## config.mk

```make
export PLATFORM = sky130hd
export DESIGN_NAME = instruction_queue_flat
export DESIGN_NICKNAME = d
export VERILOG_FILES = /design/src/rtl/instruction_queue_pkg.sv /design/src/rtl/instruction_queue_if.sv /design/src/rtl/instruction_queue_instr_fields.sv /design/src/rtl/instruction_queue.sv /design/src/flat_wrapper.sv
export SDC_FILE = /design/constraint.sdc
export NUM_CORES = 1
export LEC_CHECK = 0
export CAP_MARGIN = 20
export CORE_UTILIZATION = 51
export DETAILED_ROUTE_END_ITERATION = 10
export PLACE_DENSITY = 0.8
export SETUP_SLACK_MARGIN = 0.1
export SYNTH_ARGS = -nofsm -noshare
export SYNTH_HDL_FRONTEND = slang
export SYNTH_SLANG_ARGS = --single-unit
```

## constraint.sdc

```tcl
create_clock -name clk -period 2.5 [get_ports clk]
set_input_delay 0.625 -clock clk [delete_from_list [all_inputs] [get_ports clk]]
set_output_delay 0.625 -clock clk [all_outputs]
set_load 0.01 [all_outputs]
```

## src/rtl/instruction_queue_pkg.sv

```systemverilog
// instruction_queue_pkg: shared cpu constants for MIPS field positions and the nop encoding.
package instruction_queue_pkg;
  localparam logic [31:0] NOP = 32'h0000_0000;
  localparam int OPCODE_LSB = 26;
  localparam int RS_LSB = 21;
  localparam int RT_LSB = 16;
  localparam int RD_LSB = 11;
  localparam int SHAMT_LSB = 6;
  localparam int FUNCT_LSB = 0;
  localparam int IMM_LSB = 0;
endpackage

```

## src/rtl/instruction_queue_if.sv

```systemverilog
// instruction_queue_if: fetch-side push/pop/flush controls and head/status/field outputs.
interface instruction_queue_if #(parameter int DEPTH = 4);
  logic [31:0] MemData;
  logic IRWrite;
  logic IRAdvance;
  logic Flush;
  logic [31:0] Instruction;
  logic Valid;
  logic Full;
  logic Empty;
  logic [$clog2(DEPTH):0] Count;
  logic Overflow;
  logic [5:0] Opcode;
  logic [4:0] Rs;
  logic [4:0] Rt;
  logic [4:0] Rd;
  logic [4:0] Shamt;
  logic [5:0] Funct;
  logic [15:0] Imm16;
  modport master (
    output MemData, IRWrite, IRAdvance, Flush,
    input Instruction, Valid, Full, Empty, Count, Overflow, Opcode, Rs, Rt, Rd, Shamt, Funct, Imm16
  );
  modport slave (
    input MemData, IRWrite, IRAdvance, Flush,
    output Instruction, Valid, Full, Empty, Count, Overflow, Opcode, Rs, Rt, Rd, Shamt, Funct, Imm16
  );
endinterface

```

## src/rtl/instruction_queue_instr_fields.sv

```systemverilog
// instr_fields: combinational MIPS field slicing, shared with decode.
module instr_fields
  import instruction_queue_pkg::*;
(
  input  logic [31:0] instr,
  output logic [5:0]  opcode,
  output logic [4:0]  rs,
  output logic [4:0]  rt,
  output logic [4:0]  rd,
  output logic [4:0]  shamt,
  output logic [5:0]  funct,
  output logic [15:0] imm16
);
  assign opcode = instr[OPCODE_LSB +: 6];
  assign rs     = instr[RS_LSB +: 5];
  assign rt     = instr[RT_LSB +: 5];
  assign rd     = instr[RD_LSB +: 5];
  assign shamt  = instr[SHAMT_LSB +: 5];
  assign funct  = instr[FUNCT_LSB +: 6];
  assign imm16  = instr[IMM_LSB +: 16];
endmodule

```

## src/rtl/instruction_queue.sv

```systemverilog
// instruction_queue: circular instruction buffer with combinational head read and sticky overflow.
module instruction_queue
  import instruction_queue_pkg::*;
#(
  parameter int DEPTH = 4,
  parameter logic [31:0] RESET_INSTR = NOP
) (
  input logic clk,
  input logic rst,
  instruction_queue_if.slave q
);
  localparam int AW = $clog2(DEPTH);
  logic [31:0] mem [DEPTH];
  logic [AW-1:0] rd_ptr, wr_ptr;
  logic [AW:0] count;
  logic ovf, full, empty, push, pop, reject;
  assign full   = count == (AW+1)'(DEPTH);
  assign empty  = count == '0;
  // When full, a same-edge pop frees the slot the push writes into.
  assign push   = q.IRWrite && (!full || q.IRAdvance);
  assign pop    = q.IRAdvance && !empty;
  assign reject = q.IRWrite && full && !q.IRAdvance;
  always_ff @(posedge clk) begin
    if (rst || q.Flush) begin
      rd_ptr <= '0;
      wr_ptr <= '0;
      count  <= '0;
      ovf    <= 1'b0;
    end else begin
      if (push) wr_ptr <= wr_ptr + AW'(1);
      if (pop) rd_ptr <= rd_ptr + AW'(1);
      count <= count + (AW+1)'(push) - (AW+1)'(pop);
      if (reject) ovf <= 1'b1;
    end
  end
  always_ff @(posedge clk)
    if (push && !rst && !q.Flush) mem[wr_ptr] <= q.MemData;
  assign q.Instruction = empty ? RESET_INSTR : mem[rd_ptr];
  assign q.Valid       = !empty;
  assign q.Full        = full;
  assign q.Empty       = empty;
  assign q.Count       = count;
  assign q.Overflow    = ovf;
  instr_fields u_fields (
    .instr  (q.Instruction),
    .opcode (q.Opcode),
    .rs     (q.Rs),
    .rt     (q.Rt),
    .rd     (q.Rd),
    .shamt  (q.Shamt),
    .funct  (q.Funct),
    .imm16  (q.Imm16)
  );
endmodule

```

## src/flat_wrapper.sv

```systemverilog
// flat-port wrapper written by rule: the top's interface ports become plain ports
module instruction_queue_flat import instruction_queue_pkg::*;
#(
  parameter int DEPTH = 4,
  parameter logic [31:0] RESET_INSTR = NOP
)
  (clk, rst, q_MemData, q_IRWrite, q_IRAdvance, q_Flush, q_Instruction, q_Valid, q_Full, q_Empty, q_Count, q_Overflow, q_Opcode, q_Rs, q_Rt, q_Rd, q_Shamt, q_Funct, q_Imm16);
  instruction_queue_if #(.DEPTH(DEPTH)) q_i ();
  input logic clk;
  input logic rst;
  input wire logic [$bits(q_i.MemData)-1:0] q_MemData;
  input wire logic [$bits(q_i.IRWrite)-1:0] q_IRWrite;
  input wire logic [$bits(q_i.IRAdvance)-1:0] q_IRAdvance;
  input wire logic [$bits(q_i.Flush)-1:0] q_Flush;
  output wire logic [$bits(q_i.Instruction)-1:0] q_Instruction;
  output wire logic [$bits(q_i.Valid)-1:0] q_Valid;
  output wire logic [$bits(q_i.Full)-1:0] q_Full;
  output wire logic [$bits(q_i.Empty)-1:0] q_Empty;
  output wire logic [$bits(q_i.Count)-1:0] q_Count;
  output wire logic [$bits(q_i.Overflow)-1:0] q_Overflow;
  output wire logic [$bits(q_i.Opcode)-1:0] q_Opcode;
  output wire logic [$bits(q_i.Rs)-1:0] q_Rs;
  output wire logic [$bits(q_i.Rt)-1:0] q_Rt;
  output wire logic [$bits(q_i.Rd)-1:0] q_Rd;
  output wire logic [$bits(q_i.Shamt)-1:0] q_Shamt;
  output wire logic [$bits(q_i.Funct)-1:0] q_Funct;
  output wire logic [$bits(q_i.Imm16)-1:0] q_Imm16;
  assign q_i.MemData = q_MemData;
  assign q_i.IRWrite = q_IRWrite;
  assign q_i.IRAdvance = q_IRAdvance;
  assign q_i.Flush = q_Flush;
  assign q_Instruction = q_i.Instruction;
  assign q_Valid = q_i.Valid;
  assign q_Full = q_i.Full;
  assign q_Empty = q_i.Empty;
  assign q_Count = q_i.Count;
  assign q_Overflow = q_i.Overflow;
  assign q_Opcode = q_i.Opcode;
  assign q_Rs = q_i.Rs;
  assign q_Rt = q_i.Rt;
  assign q_Rd = q_i.Rd;
  assign q_Shamt = q_i.Shamt;
  assign q_Funct = q_i.Funct;
  assign q_Imm16 = q_i.Imm16;
  instruction_queue #(.DEPTH(DEPTH), .RESET_INSTR(RESET_INSTR)) u_core (.clk(clk), .rst(rst), .q(q_i));
endmodule
```

==> impl_metrics.env, run 1 <==
export IMPL_final_util=0.720
export IMPL_synth_seq_area_share=0.708
export IMPL_p_switching_uw=1500
export IMPL_synthSimpleGateAreaFrac=0.0578
export IMPL_cpMaxStageDelayCell="mux4_2"
export IMPL_place_gp_congestion=0.800
export IMPL_path_buf_inv=4
export IMPL_layout_setup_ws_ns=-0.191
export IMPL_final_nets=472
export IMPL_synth_xor_area_frac=0.00460
export IMPL_ctsHtreeMaxLevel=4
export IMPL_rr_startpoint="u_core.q.Count[2]"
export IMPL_synthToLayoutAreaGrowth_pct=37.2
export IMPL_start_util=0.525
export IMPL_num_vias=3073
export IMPL_cts_tree="built"
export IMPL_overflow=0
export IMPL_p_per_area_nw_per_um2=785
export IMPL_tightest_slew_ns=0.474
export IMPL_die_h_um=108
export IMPL_synth_compound_area_share=0.00350
export IMPL_crit_fanout=5
export IMPL_period_share=1.08
export IMPL_crit_path_cell_trace="buf_6 > buf_16 > buf_6 > mux4_2 > nor2b_4 > buf_6"
export IMPL_clkPwrFrac=0.382
export IMPL_dpl_worst_slack_ns=-0.207
export IMPL_gr_usage_all_layers=0.212
export IMPL_via_per_inst=5.30
export IMPL_pwr_share_comb=0.199
export IMPL_synth_avg_cell_area_sq_um=18.6
export IMPL_dr_first_iter_drc_count=199
export IMPL_ys_types=29
export IMPL_routedWlPerCell_um=20.3
export IMPL_path_delay_family="multiplexers"
export IMPL_use_met3=0.0593
export IMPL_switching_share=0.244
export IMPL_syn_nets=351
export IMPL_clock_root_buffer="clkbuf_8"
export IMPL_grtUsageMet1=0.248
export IMPL_n_fill_cell=669
export IMPL_hp_class="reg2reg"
export IMPL_firstDrtPassIters=4
export IMPL_yosys_warnings=0
export IMPL_netlist_instances=307
export IMPL_maxSlewViolCount=0
export IMPL_violations="setup timing"
export IMPL_die_width_um=108
export IMPL_netlist_area_sq_um=5710
export IMPL_die_area_sq_um=11600
export IMPL_antenna_found_initial=0
export IMPL_synth_edf_count=128
export IMPL_synth_seq_cells=138
export IMPL_synth_mux_area_frac=0.131
export IMPL_reg2reg_setup_slack_ns=0.21
export IMPL_synth_top_family_by_area="multiplexers"
export IMPL_grt_max_degree=33
export IMPL_cpMostUsedCell="buf_6"
export IMPL_status="finished with violations"
export IMPL_rows=38
export IMPL_relSlewSlack=0.680
export IMPL_clk_latency_ns=0.50
export IMPL_critPathLaunchType="flop"
export IMPL_power_leakage_uw=0.00288
export IMPL_synth_top_area_cell="edfxtp_1"
export IMPL_drt_total_wl_um=11800
export IMPL_clock_path_buffers=2
export IMPL_max_cap_violations=0
export IMPL_cts_sinks=138
export IMPL_antenna_left=0
export IMPL_synth_most_common_cell="edfxtp_1"
export IMPL_r2r_cells=10
export IMPL_design_core_area_sq_um=10900
export IMPL_fmax_mhz=372
export IMPL_num_io_pins=124
export IMPL_skew_ns=0.0170
export IMPL_grt_pass1_vias=3067
export IMPL_cp_arrival_ns=2.07
export IMPL_ys_flop_type="edfxtp_1"
export IMPL_place_port_buffers=123
export IMPL_finalHoldViolCount=0
export IMPL_dp_cells=528
export IMPL_required_ns=1.88
export IMPL_finalSetupTns_ns=-6.75
export IMPL_grt_pass1_wl_um=17100
export IMPL_synth_commonest_cells="edfxtp_1, buf_4, mux4_2"
export IMPL_ir_drop_mv=0.450
export IMPL_cts_hold_buffers=0
export IMPL_p_int_uw=4650
export IMPL_grtUsageMet2=0.371
export IMPL_dp_hpwl_um=6370
export IMPL_final_cell_count_no_fill=580
export IMPL_drc_errors=0
export IMPL_async_reset_ff_frac=0
export IMPL_synth_fa_ha_area_frac=0.0166
export IMPL_critPathMaxStageDelay_ns=0.52
export IMPL_crit_cells=6
export IMPL_rsz0062_at_grt="true"
export IMPL_setup_viol=72
export IMPL_r2r_end="u_core.q.Count[2]"
export IMPL_drive_above_1_share=0.468
export IMPL_clk_pin_slew_worst_paths_ns=0.06
export IMPL_crit_type="reg2out"
export IMPL_pwr_share_seq=0.420
export IMPL_worstSetupEndpoint="q_Rs[1]"
export IMPL_n_antenna_cell=0
export IMPL_ys_top_cells_by_area="edfxtp_1, mux4_2, buf_4"
export IMPL_period_needed_ns=2.69
export IMPL_endpoint_kind="output pin"
export IMPL_cts_made_buffers=17
export IMPL_yosysTopAreaCellShare=0.673
export IMPL_grt_busiest_layer="met2"
sequential cells by signal, indices dropped and copies added (netlist names), named ones only:
| signal | flops |
|---|---|
| u_core.mem | 128 |
| u_core.q.Overflow | 1 |
| u_core.wr_ptr | 2 |
| u_core.rd_ptr | 2 |
| u_core.q.Count | 3 |
worst min path at each step:
stage / depth (start not counted) / endpoint / start
after floorplan: 2 / u_core.wr_ptr[1] / u_core.wr_ptr[1]
after global placement: 2 / u_core.wr_ptr[0] / u_core.wr_ptr[0]
after detailed placement: 2 / u_core.wr_ptr[1] / u_core.wr_ptr[1]
after CTS: 2 / u_core.wr_ptr[1] / u_core.wr_ptr[1]
after global routing: 2 / flop / u_core.rd_ptr[0]
final: 2 / u_core.wr_ptr[1] / u_core.wr_ptr[1]
routing by layer:
| layer | wire length (um) | vias to the layer above |
|---|---|---|
| met5 | 0 | - |
| met4 | 167 | 0 |
| met3 | 655 | 9 |
| met2 | 6350 | 127 |
| met1 | 4580 | 1564 |
| li1 | - | 1373 |
layout make-up:
type / count / area [sq um] / share of cell area
Clock buffer: 17 / 414 / 0.0528
Sequential cell: 138 / 4050 / 0.517
Tap cell: 140 / 175 / 0.0223
Timing Repair Buffer: 162 / 1670 / 0.213
Inverter: 8 / 30.0 / 0.00383
Clock inverter: 14 / 148 / 0.0188
Multi-Input combinational cell: 101 / 1350 / 0.172
power by group through the flow:
| stage | sequential [uW] | clock (uW) | combinational [uW] |
|---|---|---|---|
| 2_1_floorplan | 2620 | 0 | 573 |
| 3_3_place_gp | 2620 | 0 | 1020 |
| 3_5_place_dp | 2620 | 0 | 1040 |
| 4_1_cts | 2580 | 2380 | 1050 |
| 5_1_grt | 2580 | 2500 | 1300 |
| 6_report | 2580 | 2350 | 1220 |
tightest hold or removal path: cells and delay by family, from the launching register on:
family | cells | cell delay [ns]
DFF | 1 | 0.34
and+or+nand+nor | 1 | 0.07
AOI/OAI and AO/OA | 1 | 0.05
logic make-up after synthesis:
logic type / Yosys count
buffers and inverters: 68
and+or+nand+nor: 53
AOI/OAI and AO/OA: 3
adders and majority gates: 7
muxes: 35
xor gates and xnor gates: 3
DFF: 138
repair_timing:
action	in CTS	in global routing
buffers inserted	11	6
setup endpoints to repair	83	81
resized for setup	273	130
pin swaps	1	1
cloned	3	1
placed cells by master (no fill, tap or decap), types with 4 or more instances in the layout:
cell             count
edfxtp_1           128
mux4_2              32
buf_4               13
clkinvlp_4           5
nor2b_4             15
nand2_1              4
ha_1                 6
buf_12              11
clkbuf_16           17
nor2b_1              8
inv_1                8
buf_6               48
and2b_1              9
dfxtp_1              6
clkdlybuf4s15_2      7
clkdlybuf4s50_1     40
buf_2               32
and3_2               4
per-stage QoR:
stage	instance area, sq um	total power (uW)	hold slack, ns
3_3_place_gp	6960	3640	0.480
5_1_grt	7840	6380	0.528
2_1_floorplan	5710	3200	0.461
4_1_cts	7600	6010	0.504
3_5_place_dp	6960	3660	0.495
6_report	7840	6150	0.499
No activity file was read; power rests on OpenSTA's default activity.
==> run 2: changes to the inputs <==
--- a/config.mk
+++ b/config.mk
@@ -8,8 +8,7 @@
 export CAP_MARGIN = 20
 export CORE_UTILIZATION = 51
 export DETAILED_ROUTE_END_ITERATION = 10
-export PLACE_DENSITY = 0.8
-export SETUP_SLACK_MARGIN = 0.1
+export PLACE_DENSITY_LB_ADDON = 0.1
 export SYNTH_ARGS = -nofsm -noshare
 export SYNTH_HDL_FRONTEND = slang
 export SYNTH_SLANG_ARGS = --single-unit
==> impl_metrics.env, run 2 (synthesis gave the netlist of run 1 again) <==
export IMPL_grt_max_degree=27
export IMPL_grt_pass1_wl_um=16400
export IMPL_skew_ns=0.00882
export IMPL_relSlewSlack=0.747
export IMPL_layout_setup_ws_ns=-0.135
export IMPL_final_util=0.711
export IMPL_crit_fanout=6
export IMPL_place_gp_congestion=0.741
export IMPL_setup_viol=80
export IMPL_cts_sinks=138
export IMPL_dr_first_iter_drc_count=126
export IMPL_firstDrtPassIters=4
export IMPL_n_antenna_cell=0
export IMPL_crit_path_cell_trace="buf_6 > buf_8 > mux4_2 > and2b_1 > buf_2"
export IMPL_n_fill_cell=689
export IMPL_die_h_um=108
export IMPL_rsz0062_at_grt="true"
export IMPL_p_per_area_nw_per_um2=812
export IMPL_cp_arrival_ns=2.01
export IMPL_final_cell_count_no_fill=573
export IMPL_cts_tree="built"
export IMPL_drc_errors=0
export IMPL_via_per_inst=5.14
export IMPL_drt_total_wl_um=10400
export IMPL_grt_pass1_vias=3001
export IMPL_die_area_sq_um=11600
export IMPL_clk_pin_slew_worst_paths_ns=0.06
export IMPL_period_needed_ns=2.64
export IMPL_final_nets=464
export IMPL_max_cap_violations=0
export IMPL_rows=38
export IMPL_start_util=0.525
export IMPL_tightest_slew_ns=0.374
export IMPL_synthToLayoutAreaGrowth_pct=35.5
export IMPL_cts_hold_buffers=0
export IMPL_period_share=1.05
export IMPL_antenna_found_initial=0
export IMPL_most_common_layout_cells="edfxtp_1, buf_2, clkdlybuf4s50_1"
export IMPL_place_port_buffers=123
export IMPL_finalHoldViolCount=0
export IMPL_endpoint_kind="output pin"
export IMPL_fmax_mhz=379
export IMPL_clock_root_buffer="clkbuf_8"
export IMPL_cpMaxStageDelayCell="mux4_2"
export IMPL_num_vias=2948
export IMPL_gr_usage_all_layers=0.201
export IMPL_critPathMaxStageDelay_ns=0.51
export IMPL_status="finished with violations"
export IMPL_ctsHtreeMaxLevel=4
export IMPL_overflow=0
export IMPL_antenna_left=0
export IMPL_violations="setup timing"
export IMPL_hp_class="reg2reg"
export IMPL_largest_reg_flops=128
export IMPL_routedWlPerCell_um=18.2
export IMPL_die_width_um=108
export IMPL_power_leakage_uw=0.00288
export IMPL_dp_hpwl_um=6550
export IMPL_critPathLaunchType="flop"
export IMPL_clk_latency_ns=0.52
export IMPL_path_delay_family="multiplexers"
export IMPL_ir_drop_mv=0.529
export IMPL_path_buf_inv=3
export IMPL_dp_cells=531
export IMPL_cts_made_buffers=17
export IMPL_crit_type="reg2out"
export IMPL_required_ns=1.88
export IMPL_drive_above_1_share=0.469
export IMPL_clock_path_buffers=2
export IMPL_regMostFlops="u_core.mem"
export IMPL_design_core_area_sq_um=10900
export IMPL_num_io_pins=124
export IMPL_maxSlewViolCount=0
export IMPL_final_common_cell="edfxtp_1"
[run 2: cell types whose count changed in the layout (fill, tap and decap cells not counted), moves of 3 or more]
| cell | delta |
|---|---|
| buf_2 | +12 |
| buf_6 | -9 |
| clkdlybuf4s15_2 | -7 |
| nor2b_1 | -7 |
| nor2b_4 | +6 |
| bufinv_16 | +3 |
| clkinv_1 | +3 |
| inv_6 | -3 |
[run 2: worst reg2reg max path: stages, from the launching register on]
cell	delay, ns
dfxtp_2	0.36
nor3_4	0.22
buf_4	0.15
buf_12	0.19
nor2_1	0.10
ha_1	0.28
inv_1	0.04
ha_1	0.19
fa_1	0.38
xnor2_1	0.14
nor3_1	0.12
[run 2: layout make-up]
type                    instances  area, sq um  share of cell area
clock buffers                  18          418              0.0540
clock inverters                14          203              0.0262
inverters                       8         30.0             0.00388
multi-input cells             101         1400               0.181
flip-flops and latches        138         4050               0.523
well taps                     140          175              0.0226
repair buffers                154         1470               0.189
[run 2: final timing paths]
check                    start           endpoint  slack [ns]  cells after the start
min reg2reg   u_core.wr_ptr[0]   u_core.wr_ptr[0]        0.50                      2
max                       flop   q_Instruction[0]       -0.14                      5
min           u_core.wr_ptr[0]   u_core.wr_ptr[0]        0.50                      2
max reg2reg  u_core.q.Count[0]  u_core.q.Count[2]        0.24                     10
[run 2: report_power, final]
part	internal (uW)	total, uW	leakage [uW]	switching [uW]
logic	600	1120	0.00134	521
clock network	1700	2590	0.000293	881
registers	2560	2580	0.00124	21.6
[run 2: per-stage QoR]
| stage | setup TNS (ns) | setup slack [ns] | total power, uW | hold slack [ns] | area (sq um) |
|---|---|---|---|---|---|
| 2_1_floorplan | 0 | 0.171 | 3200 | 0.461 | 5710 |
| 3_3_place_gp | -5.70 | -0.133 | 3660 | 0.486 | 6970 |
| 3_5_place_dp | -6.81 | -0.160 | 3680 | 0.491 | 6970 |
| 4_1_cts | -10.47 | -0.194 | 6280 | 0.499 | 7650 |
| 5_1_grt | -12.48 | -0.209 | 6520 | 0.533 | 7740 |
| 6_report | -6.06 | -0.135 | 6290 | 0.499 | 7740 |
[run 2: repair_timing]
item	CTS	global route
setup endpoints to repair	82	82
setup buffers	8	1
gates cloned	3	0
pin swaps	1	0
resized for setup	387	30
[run 2: metal layers]
metal	vias up	GRT usage	wire length, um
met5	-	0	0
met4	0	0.0763	110
met3	9	0.0587	564
met2	102	0.334	5540
met1	1483	0.248	4230
li1	1354	-	-
